### config.mk
export PLATFORM = sky130hd
export DESIGN_NAME = acx_axil_reg_bridge
export DESIGN_NICKNAME = d
export VERILOG_FILES = /design/src/rtl/acx_axil_reg_bridge.sv
export SDC_FILE = /design/constraint.sdc
export NUM_CORES = 1
export LEC_CHECK = 0
export ABC_AREA = 1
export CORE_ASPECT_RATIO = 1.2
export CORE_MARGIN = 2
export CORE_UTILIZATION = 41
export CTS_CLUSTER_SIZE = 28
export DETAILED_ROUTE_END_ITERATION = 12
export PLACE_DENSITY_LB_ADDON = 0.1
export RECOVER_POWER = 50
export SLEW_MARGIN = 20
export SYNTH_ARGS = -nofsm -noshare
export SYNTH_HDL_FRONTEND = slang
export SYNTH_SLANG_ARGS = --single-unit
export TNS_END_PERCENT = 20
### constraint.sdc
create_clock -name i_clk -period 1.4 [get_ports i_clk]
set_input_delay 0.28 -clock i_clk [delete_from_list [all_inputs] [get_ports i_clk]]
set_output_delay 0.28 -clock i_clk [all_outputs]
set_load 0.05 [all_outputs]
### src/rtl/acx_axil_reg_bridge.sv
// ---------------------------------------------------------------------------
// acx_axil_reg_bridge
//
// AXI4-Lite slave that turns each AXI-Lite read or write into one access on
// the 32-bit configuration register bus. Each access has a fixed shape:
//   1. SETUP  : address and write data are presented on the register bus.
//   2. ACCESS : a one-cycle strobe (o_reg_wr byte strobes or o_reg_rd).
//   3. WAIT   : wait for the registered hit from the addressed register.
//   4. RESP   : return the response on the AXI-Lite B or R channel.
// The register-bus address stays stable from SETUP through RESP and keeps
// its last value while idle.
//
// Each of the AW, W and AR channels has one holding slot. A channel's ready
// is high whenever its slot is empty, so a new AW/W/AR can be accepted while
// another transaction is in flight. When a write (AW and W both held) and a
// read (AR held) are both waiting, they alternate. The write goes first
// after reset.
//
// Optional feature (compile-time macro ACX_AXIL_REG_TIMEOUT_EN):
//   When defined, an access that sees no hit within TIMEOUT_CYCLES WAIT
//   cycles completes with SLVERR, and read data is 0. When undefined, WAIT
//   lasts until a hit arrives, so an unmapped address stalls the bridge.
//
// Parameters:
//   AXI_ADDR_WIDTH  AXI-Lite address width
//   TGT_ADDR_WIDTH  register-bus address width (low bits of the AXI address)
//   TIMEOUT_CYCLES  WAIT cycles without a hit before SLVERR (macro builds only)
//
// Ports:
//   i_clk, i_rstn             clock; synchronous active-low reset
//   s_aw*, s_w*, s_b*         AXI-Lite write address / data / response
//   s_ar*, s_r*               AXI-Lite read address / data
//   o_reg_addr                register-bus address
//   o_reg_wr                  byte write strobes (one-cycle pulse)
//   o_reg_rd                  read strobe (one-cycle pulse)
//   o_reg_wdata               register-bus write data
//   i_reg_hit                 OR of all register address hits (registered)
//   i_reg_rdata               OR-ed register read data
// ---------------------------------------------------------------------------
module acx_axil_reg_bridge #(
    parameter int AXI_ADDR_WIDTH = 32,
    parameter int TGT_ADDR_WIDTH = 28,
    parameter int TIMEOUT_CYCLES = 64
) (
    input  logic                      i_clk,
    input  logic                      i_rstn,
    // AXI-Lite write address
    input  logic                      s_awvalid,
    output logic                      s_awready,
    input  logic [AXI_ADDR_WIDTH-1:0] s_awaddr,
    // AXI-Lite write data
    input  logic                      s_wvalid,
    output logic                      s_wready,
    input  logic [31:0]               s_wdata,
    input  logic [3:0]                s_wstrb,
    // AXI-Lite write response
    output logic                      s_bvalid,
    input  logic                      s_bready,
    output logic [1:0]                s_bresp,
    // AXI-Lite read address
    input  logic                      s_arvalid,
    output logic                      s_arready,
    input  logic [AXI_ADDR_WIDTH-1:0] s_araddr,
    // AXI-Lite read data
    output logic                      s_rvalid,
    input  logic                      s_rready,
    output logic [31:0]               s_rdata,
    output logic [1:0]                s_rresp,
    // Register bus
    output logic [TGT_ADDR_WIDTH-1:0] o_reg_addr,
    output logic [3:0]                o_reg_wr,
    output logic                      o_reg_rd,
    output logic [31:0]               o_reg_wdata,
    input  logic                      i_reg_hit,
    input  logic [31:0]               i_reg_rdata
);

    localparam logic [1:0] RESP_OKAY   = 2'b00;
    localparam logic [1:0] RESP_SLVERR = 2'b10;

    typedef enum logic [2:0] {
        ST_IDLE,
        ST_SETUP,
        ST_ACCESS,
        ST_WAIT,
        ST_RESP
    } state_t;

    state_t state_q, state_d;

    // Channel slots
    logic aw_pend_q, aw_pend_d;
    logic w_pend_q,  w_pend_d;
    logic ar_pend_q, ar_pend_d;
    logic awready_q, wready_q, arready_q;

    logic [TGT_ADDR_WIDTH-1:0] awaddr_q;
    logic [TGT_ADDR_WIDTH-1:0] araddr_q;
    logic [31:0]               wdata_q;
    logic [3:0]                wstrb_q;

    // Current transaction type and round-robin history
    logic is_wr_q,   is_wr_d;
    logic last_rd_q, last_rd_d;

    // AXI response side
    logic        bvalid_q, bvalid_d;
    logic        rvalid_q, rvalid_d;
    logic [1:0]  bresp_q,  bresp_d;
    logic [1:0]  rresp_q,  rresp_d;
    logic [31:0] rdata_q,  rdata_d;

    // Register-bus side
    logic [TGT_ADDR_WIDTH-1:0] reg_addr_q,  reg_addr_d;
    logic [31:0]               reg_wdata_q, reg_wdata_d;
    logic [3:0]                reg_wr_q,    reg_wr_d;
    logic                      reg_rd_q,    reg_rd_d;

    logic aw_hs, w_hs, ar_hs;
    logic wr_elig, rd_elig;
    logic tmo_hit;

    // Only the low TGT_ADDR_WIDTH address bits reach the register bus.
    logic unused_addr;
    assign unused_addr = ^{s_awaddr, s_araddr};

    assign aw_hs   = s_awvalid & awready_q;
    assign w_hs    = s_wvalid  & wready_q;
    assign ar_hs   = s_arvalid & arready_q;
    assign wr_elig = aw_pend_q & w_pend_q;
    assign rd_elig = ar_pend_q;

`ifdef ACX_AXIL_REG_TIMEOUT_EN
    localparam int TMO_W = (TIMEOUT_CYCLES > 1) ? $clog2(TIMEOUT_CYCLES) : 1;
    localparam logic [TMO_W-1:0] TMO_LAST = TMO_W'(TIMEOUT_CYCLES - 1);

    logic [TMO_W-1:0] tmo_cnt_q, tmo_cnt_d;

    // The counter holds the number of WAIT cycles already spent without a hit.
    // The last allowed cycle ends the access.
    assign tmo_hit = (tmo_cnt_q == TMO_LAST);

    always_comb begin
        tmo_cnt_d = tmo_cnt_q;
        if (state_q == ST_ACCESS) begin
            tmo_cnt_d = '0;
        end else if ((state_q == ST_WAIT) && !i_reg_hit && !tmo_hit) begin
            tmo_cnt_d = tmo_cnt_q + 1'b1;
        end
    end

    always_ff @(posedge i_clk) begin
        if (!i_rstn) begin
            tmo_cnt_q <= '0;
        end else begin
            tmo_cnt_q <= tmo_cnt_d;
        end
    end
`else
    logic [31:0] unused_tmo;
    assign unused_tmo = 32'(TIMEOUT_CYCLES);
    assign tmo_hit    = 1'b0;
`endif

    // Next-state and output logic
    always_comb begin
        state_d     = state_q;
        aw_pend_d   = aw_pend_q;
        w_pend_d    = w_pend_q;
        ar_pend_d   = ar_pend_q;
        is_wr_d     = is_wr_q;
        last_rd_d   = last_rd_q;
        bvalid_d    = bvalid_q;
        rvalid_d    = rvalid_q;
        bresp_d     = bresp_q;
        rresp_d     = rresp_q;
        rdata_d     = rdata_q;
        reg_addr_d  = reg_addr_q;
        reg_wdata_d = reg_wdata_q;
        reg_wr_d    = 4'b0000;
        reg_rd_d    = 1'b0;

        // A handshake can only happen while the slot is empty. A slot is
        // cleared only in RESP, and its ready is low there, so setting and
        // clearing never happen in the same cycle.
        if (aw_hs) aw_pend_d = 1'b1;
        if (w_hs)  w_pend_d  = 1'b1;
        if (ar_hs) ar_pend_d = 1'b1;

        unique case (state_q)
            ST_IDLE: begin
                // When both are eligible, serve the write only if the last
                // access served was a read.
                if (wr_elig && (!rd_elig || last_rd_q)) begin
                    state_d     = ST_SETUP;
                    is_wr_d     = 1'b1;
                    last_rd_d   = 1'b0;
                    reg_addr_d  = awaddr_q;
                    reg_wdata_d = wdata_q;
                end else if (rd_elig) begin
                    state_d     = ST_SETUP;
                    is_wr_d     = 1'b0;
                    last_rd_d   = 1'b1;
                    reg_addr_d  = araddr_q;
                end
            end
            ST_SETUP: begin
                state_d = ST_ACCESS;
                if (is_wr_q) begin
                    reg_wr_d = wstrb_q;
                end else begin
                    reg_rd_d = 1'b1;
                end
            end
            ST_ACCESS: begin
                state_d = ST_WAIT;
            end
            ST_WAIT: begin
                if (i_reg_hit) begin
                    state_d = ST_RESP;
                    if (is_wr_q) begin
                        bvalid_d = 1'b1;
                        bresp_d  = RESP_OKAY;
                    end else begin
                        rvalid_d = 1'b1;
                        rresp_d  = RESP_OKAY;
                        rdata_d  = i_reg_rdata;
                    end
                end else if (tmo_hit) begin
                    state_d = ST_RESP;
                    if (is_wr_q) begin
                        bvalid_d = 1'b1;
                        bresp_d  = RESP_SLVERR;
                    end else begin
                        rvalid_d = 1'b1;
                        rresp_d  = RESP_SLVERR;
                        rdata_d  = 32'h0;
                    end
                end
            end
            ST_RESP: begin
                if (is_wr_q) begin
                    if (s_bready) begin
                        bvalid_d  = 1'b0;
                        aw_pend_d = 1'b0;
                        w_pend_d  = 1'b0;
                        state_d   = ST_IDLE;
                    end
                end else begin
                    if (s_rready) begin
                        rvalid_d  = 1'b0;
                        ar_pend_d = 1'b0;
                        state_d   = ST_IDLE;
                    end
                end
            end
            default: begin
                state_d = ST_IDLE;
            end
        endcase
    end

    // State and control registers
    always_ff @(posedge i_clk) begin
        if (!i_rstn) begin
            state_q     <= ST_IDLE;
            aw_pend_q   <= 1'b0;
            w_pend_q    <= 1'b0;
            ar_pend_q   <= 1'b0;
            awready_q   <= 1'b0;
            wready_q    <= 1'b0;
            arready_q   <= 1'b0;
            is_wr_q     <= 1'b0;
            last_rd_q   <= 1'b1;
            bvalid_q    <= 1'b0;
            rvalid_q    <= 1'b0;
            bresp_q     <= RESP_OKAY;
            rresp_q     <= RESP_OKAY;
            rdata_q     <= 32'h0;
            reg_addr_q  <= '0;
            reg_wdata_q <= 32'h0;
            reg_wr_q    <= 4'b0000;
            reg_rd_q    <= 1'b0;
        end else begin
            state_q     <= state_d;
            aw_pend_q   <= aw_pend_d;
            w_pend_q    <= w_pend_d;
            ar_pend_q   <= ar_pend_d;
            // Ready follows the next slot state, so a slot that fills at
            // this edge drops ready at the same edge.
            awready_q   <= ~aw_pend_d;
            wready_q    <= ~w_pend_d;
            arready_q   <= ~ar_pend_d;
            is_wr_q     <= is_wr_d;
            last_rd_q   <= last_rd_d;
            bvalid_q    <= bvalid_d;
            rvalid_q    <= rvalid_d;
            bresp_q     <= bresp_d;
            rresp_q     <= rresp_d;
            rdata_q     <= rdata_d;
            reg_addr_q  <= reg_addr_d;
            reg_wdata_q <= reg_wdata_d;
            reg_wr_q    <= reg_wr_d;
            reg_rd_q    <= reg_rd_d;
        end
    end

    // Holding registers are qualified by their pending flags, so no reset
    // is needed.
    always_ff @(posedge i_clk) begin
        if (aw_hs) awaddr_q <= s_awaddr[TGT_ADDR_WIDTH-1:0];
        if (ar_hs) araddr_q <= s_araddr[TGT_ADDR_WIDTH-1:0];
        if (w_hs) begin
            wdata_q <= s_wdata;
            wstrb_q <= s_wstrb;
        end
    end

    assign s_awready   = awready_q;
    assign s_wready    = wready_q;
    assign s_arready   = arready_q;
    assign s_bvalid    = bvalid_q;
    assign s_bresp     = bresp_q;
    assign s_rvalid    = rvalid_q;
    assign s_rresp     = rresp_q;
    assign s_rdata     = rdata_q;
    assign o_reg_addr  = reg_addr_q;
    assign o_reg_wdata = reg_wdata_q;
    assign o_reg_wr    = reg_wr_q;
    assign o_reg_rd    = reg_rd_q;

endmodule

==> results of run 1 <==
## layer usage
layer / part of all wire [%] / wire length, µm / GRT usage (%) / vias up
met5: 0 / 0 / 0 / -
met4: 2.7 / 506 / 7.02 / 0
met3: 6.4 / 1190 / 3.80 / 40
met2: 53 / 9730 / 35.2 / 211
met1: 38 / 7040 / 22.1 / 2561
li1: - / - / - / 2770
## synth_stat cells
| master | count |
|---|---|
| or2_2 | 2 |
| buf_2 | 5 |
| nand2_2 | 2 |
| conb_1 | 1 |
| o21ai_0 | 14 |
| inv_1 | 16 |
| inv_2 | 4 |
| nor2_1 | 127 |
| a21oi_1 | 34 |
| o21ai_1 | 54 |
| dfxtp_1 | 110 |
| nand4_1 | 1 |
| edfxtp_1 | 92 |
| nor3_1 | 2 |
| a31oi_1 | 1 |
| buf_4 | 8 |
| clkbuf_1 | 14 |
| nand3_1 | 5 |
| buf_6 | 12 |
| nor2_8 | 1 |
| nor2_2 | 22 |
| a21oi_2 | 1 |
| nand2_1 | 162 |
| nand3_2 | 1 |
| nor2_4 | 1 |
## path summary, 6_finish.rpt
kind	from	slack (ns)	to	cells past startpoint
min	i_rstn	0.29	state_q[0]	4
max	o_reg_addr[25]	0.06	o_reg_addr[25]	1
min reg2reg	wstrb_q[3]	0.47	o_reg_wr[3]	2
max reg2reg	state_q[0]	0.08	s_rdata[29]	8
## power groups by stage
stage / clock network, mW / logic [mW] / registers, mW
finish: 5.57 / 3.18 / 6.92
global route: 5.93 / 3.37 / 6.96
CTS: 5.71 / 3.16 / 6.90
detailed placement: 0 / 3.15 / 7.02
global placement: 0 / 3.10 / 7.01
floorplan: 0 / 0.808 / 7.63
## timing repair
action                     in CTS  in global routing
setup endpoints to repair       1                 83
resized for setup               0                 21
buffers inserted                0                  3
pin swaps                       1                  2
hold buffers                    0                  0
## cells by family after synthesis
logic type	Yosys count
simple gates	326
flops	202
compound gates	104
buf+inv	59
other cells	1
## per-stage QoR
stage | setup TNS [ns] | cells
after floorplan | -3.61 | 695
after global placement | -6.65 | 1142
after detailed placement | -8.29 | 1142
after CTS | 0 | 1179
after global routing | -0.519 | 1184
final | 0 | 1184
## area by class of cell
| type | count | area, µm² |
|---|---|---|
| Antenna cell | 2 | 5.00 |
| Clock buffer | 30 | 579 |
| Clock inverter | 7 | 108 |
| Fill cell | 1296 | 5590 |
| Inverter | 20 | 86.3 |
| Multi-Input combinational cell | 434 | 1920 |
| Sequential cell | 202 | 4980 |
| Tap cell | 220 | 275 |
| Timing Repair Buffer | 269 | 3770 |
## flip-flops by register name, summed over array words and instances (netlist names)
signal / cells
araddr_q: 28
aw_pend_q: 1
s_arready: 1
state_q: 3
o_reg_addr: 28
wdata_q: 32
ar_pend_q: 1
w_pend_q: 1
awaddr_q: 28
o_reg_rd: 1
wstrb_q: 4
s_rvalid: 1
s_awready: 1
last_rd_q: 1
is_wr_q: 1
o_reg_wr: 4
s_wready: 1
o_reg_wdata: 32
s_bvalid: 1
s_rdata: 32
==> flow_summary.yaml, run 1 <==
logic_synthesis:
  synth_compound_area_share_pct: 7.33
  synth_area_leader_cell: "edfxtp_1"
  synth_area_leaders: "edfxtp_1 (39%), dfxtp_1 (31%), nand2_1 (8.5%), nor2_1 (6.6%), o21ai_1 (3.8%)"
  synth_fa_ha_area_share_pct: 0
  syn_area_per_cell_um2: 10.4
  synth_area_um2: 7170
  yosys_warnings: 0
  synth_top_family_by_area: "simple AND/OR/NAND/NOR gates"
  synth_top_area_share_pct: 38.5
  yosysSeqAreaShare_pct: 69.2
  synthDistinctLibCells: 25
  ys_ff_latch: 202
  syn_inst: 692
  synthMuxAreaShare_pct: 0
  yosys.area_share.xor_xnor_pct: 0
  yosys.area_share.simple_pct: 18.5
global_route:
  grt_pass1_wl_um: 28600
  grt_max_degree: 37
  grt_pass1_vias: 5709
  grt_antenna_before_repair: 2
  grt.total_usage_pct: 19.1
  grt_overflow: 0
timing:
  layout_setup_ws_ns: 0.0588
  fin_crit_sh_pct: 95.8
  hold_violations: 0
  period_needed_ns: 1.34
  fin_skew_ns: 0.00653
  slew_viol_final: 0
  hold_ws_ns: 0.286
  rsz0062_at_grt: "yes"
  timing.fmax_mhz: 746
  finalSetupViolCount: 0
final_layout:
  final_common_cell: "nand2_1"
  area_growth_pct: 63.4
  design_area_um2: 11700
  postLayoutCoreUtil_pct: 67.7
  most-common-layout-cells: "nand2_1 (160), nor2_1 (115), buf_12 (114), dfxtp_1 (107)"
  drive_above_1_share_pct: 23.0
  fin_nets: 1088
power:
  comb_power_share_pct: 20.3
  p_leak_nw: 4.66
  swShare_pct: 26.4
  vdd_ir_drop_max_uv: 813
  powerDensity_nw_per_um2: 1340
  power_mw: 15.7
  p_clk_share_pct: 35.6
  pwr-share-seq_pct: 44.2
  power.switching_mw: 4.14
  power.internal_mw: 11.5
drt:
  via_per_inst: 4.71
  ant_nets: 0
  wl_per_cell_um: 15.6
  routed-via-count: 5582
  drt_wl_total_um: 18500
  drc: 0
  dr.first_iter.drc_count: 256
  drtPass1Iterations: 4
floorplan:
  chipWidth_um: 125
  ios: 246
  dieArea_um2: 18600
  die_h_um: 149
  rows: 53
  start_util_pct: 41.4
  core_um2: 17300
worst_setup_path:
  required_ns: 1.12
  cp-start-kind: "flip-flop"
  worst_setup_path_end_kind: "primary output"
  crit_chain: "buf_12"
  cp_num_buf_inv: 1
  critical-path-top-delay-family: "flip-flops"
  max_stage_delay_ns: 0.41
  worstPathMaxFanout: 2
  worstSetupPathType: "flip-flop to primary output"
  crit_arrival_ns: 1.06
  worst_path_max_delay_cell: "dfxtp_1"
placement:
  hpwl_um: 12900
  dpl_cell_area_um2: 11000
  place_congestion: 0.759
  port_buffers: 233
  dp_worst_setup_slack_ns: -0.120
cts:
  cts_tree: "done"
  cts_made_buffers: 21
  clock_path_buffers: 3
  cts_sinks: 202
  clkLatencyLatePin_ns: 0.48
  path_clk_slew_ns: 0.06
  h-tree-depth: 1
  ctsRootBufferMaster: "clkbuf_16"
run:
  drv_cap: 0
status:
  status: "complete, no violations"
min_path:
  hp-class: "primary input to flip-flop"
(Power assumes the default switching activity.)
==> run 2, diff against run 1 <==
Settings changed: GPL_TIMING_DRIVEN from default to 0.
==> run 2 against run 1 <==
  * The run now ends with negative setup slack left
  * First-iteration DRC count decreased by 14%
  * Worst hold slack improved by 0.092 ns
  * Global-route usage decreased by 1.0 points
  * Clock skew up 0.012 ns
  * Worst setup slack worse by 0.067 ns
  * Final area shrank 12%
  * Register-to-register slack got worse by 0.09 ns
  * Clock power down 7.0%
  * Total power down 7.7%
  * Cell count is 1.4% higher
  * Combinational power is 21% lower
  * Count of clock-buffer cells in the layout is 1 lower
  * Critical path type is now flip-flop to flip-flop
  * Critical endpoint is now araddr_q[1]
  * Largest cell class unchanged
  * Highest routed layer unchanged
==> flow_summary.yaml, run 2 (synthesis results as in run 1) <==
cts:
  hold_buffers: 0
  cts_sinks: 202
  cts_tree: "done"
  path_clk_slew_ns: 0.06
  h-tree-depth: 1
  clock_path_buffers: 3
  cts_made_buffers: 20
  ctsRootBufferMaster: "clkbuf_16"
  clkLatencyLatePin_ns: 0.49
floorplan:
  core_um2: 17300
  chipWidth_um: 125
  rows: 53
  ios: 246
  dieArea_um2: 18600
  start_util_pct: 41.4
  die_h_um: 149
final_layout:
  fin_nets: 1107
  most-common-layout-cells: "nand2_1 (160), nor2_1 (112), dfxtp_1 (107), dlygate4sd3_1 (93), edfxtp_1 (92)"
  design_area_um2: 10400
  drive_above_1_share_pct: 24.1
  area_growth_pct: 44.5
  instances_no_fill: 1201
  n_fill_cell: 1526
  final_common_cell: "nand2_1"
drt:
  drc: 0
  drtPass1Iterations: 4
  drt_wl_total_um: 17500
  wl_per_cell_um: 14.6
  ant_nets: 0
  dr.first_iter.drc_count: 220
  routed-via-count: 5481
  via_per_inst: 4.56
timing:
  layout_setup_ws_ns: -0.00775
  period_needed_ns: 1.41
  slew_viol_final: 0
  rsz0062_at_grt: "yes"
  timing.fmax_mhz: 710
  fin_skew_ns: 0.0187
  fin_tns_setup_ns: -0.122
  finalSetupViolCount: 28
  hold_ws_ns: 0.378
  worstMarginPinSlew_ns: 0.684
  slew_headroom_pct: 54.4
  fin_crit_sh_pct: 101
  hold_violations: 0
worst_setup_path:
  worst_setup_path_end_kind: "flip-flop"
  worstPathMaxFanout: 28
  max_stage_delay_ns: 0.55
  required_ns: 1.42
  worstSetupPathType: "flip-flop to flip-flop"
  crit_arrival_ns: 1.43
  cp-start-kind: "flip-flop"
  crit_chain: "nand2_2 > clkinvlp_4"
  worst_path_max_delay_cell: "clkinvlp_4"
placement:
  dpl.cell_count: 1148
  place_congestion: 0.809
  dpl_cell_area_um2: 9820
  port_buffers: 233
  hpwl_um: 12100
global_route:
  grt.total_usage_pct: 18.1
  grt_pass1_vias: 5087
  grt_antenna_before_repair: 1
  grt_max_degree: 29
  grt_pass1_wl_um: 26900
  grt_overflow: 0
power:
  power_mw: 14.5
  powerDensity_nw_per_um2: 1400
  p_leak_nw: 4.37
  vdd_ir_drop_max_uv: 973
status:
  status: "finished with violations"
  violations: "negative setup slack"
min_path:
  hp-class: "primary input to flip-flop"
run:
  drv_cap: 0
run 2: changes by cell type in the layout (fill, tap and decap cells not counted), sizes merged:
cell         change
buf             -49
bufinv           -2
clkbuf          +65
clkinv           +3
clkinvlp         +2
diode            -1
dlygate4sd3      +1
inv              -2
run 2: per-layer routing:
layer | vias up | part of all wire (%) | track usage [%]
li1 | 2812 | - | -
met1 | 2485 | 43 | 22.9
met2 | 167 | 50 | 31.2
met3 | 17 | 6.5 | 4.41
met4 | 0 | 1.3 | 4.89
met5 | - | 0 | 0
run 2: power by group:
part	leakage (nW)	internal, mW	switching [mW]
logic	2.31	0.872	1.63
clock network	0.309	3.04	2.15
registers	1.75	6.60	0.187
total	4.37	10.5	3.96
run 2: what timing repair did:
item	4_1_cts	5_1_grt
cloned	2	1
resized for setup	533	102
pin swaps	4	5
endpoints found under the setup margin	273	165
setup buffers	0	15
run 2: stage by stage:
| stage | setup slack [ns] | util [%] |
|---|---|---|
| finish | -0.00775 | 59.9 |
| global placement | -0.862 | 56.7 |
| detailed placement | -0.878 | 56.7 |
| CTS | -0.226 | 57.9 |
| floorplan | -0.173 | - |
| global route | -0.0913 | 59.9 |
run 2: area by class of cell:
cell class                      instances  area [µm²]  share of cell area [%]
Timing Repair inverter                  2        15.0                   0.145
Clock buffer                           29         576                    5.55
Sequential cell                       202        4970                    48.0
Multi-Input combinational cell        434        1940                    18.7
Tap cell                              220         275                    2.66
Antenna cell                            1        2.50                  0.0242
Inverter                               20        93.8                   0.906
Buffer                                 38         308                    2.97
Clock inverter                          6        56.3                   0.543
Timing Repair Buffer                  249        2120                    20.5
run 2: worst max-delay path, delay by kind of cell (launching register included):
family                 cells  cell delay, ns
buffers and inverters      1            0.55
flip-flops                 1            0.32
AND/OR/NAND/NOR            1            0.08
run 2: path summary, 6_finish.rpt:
path                                      start             end  cells past startpoint  slack (ns)
worst max-delay path                  s_arready     araddr_q[1]                      2      -0.008
worst min-delay path            i_reg_rdata[26]     s_rdata[26]                      3        0.38
worst max register to register        s_arready     araddr_q[1]                      2      -0.008
worst min register to register   o_reg_addr[10]  o_reg_addr[10]                      2        0.46
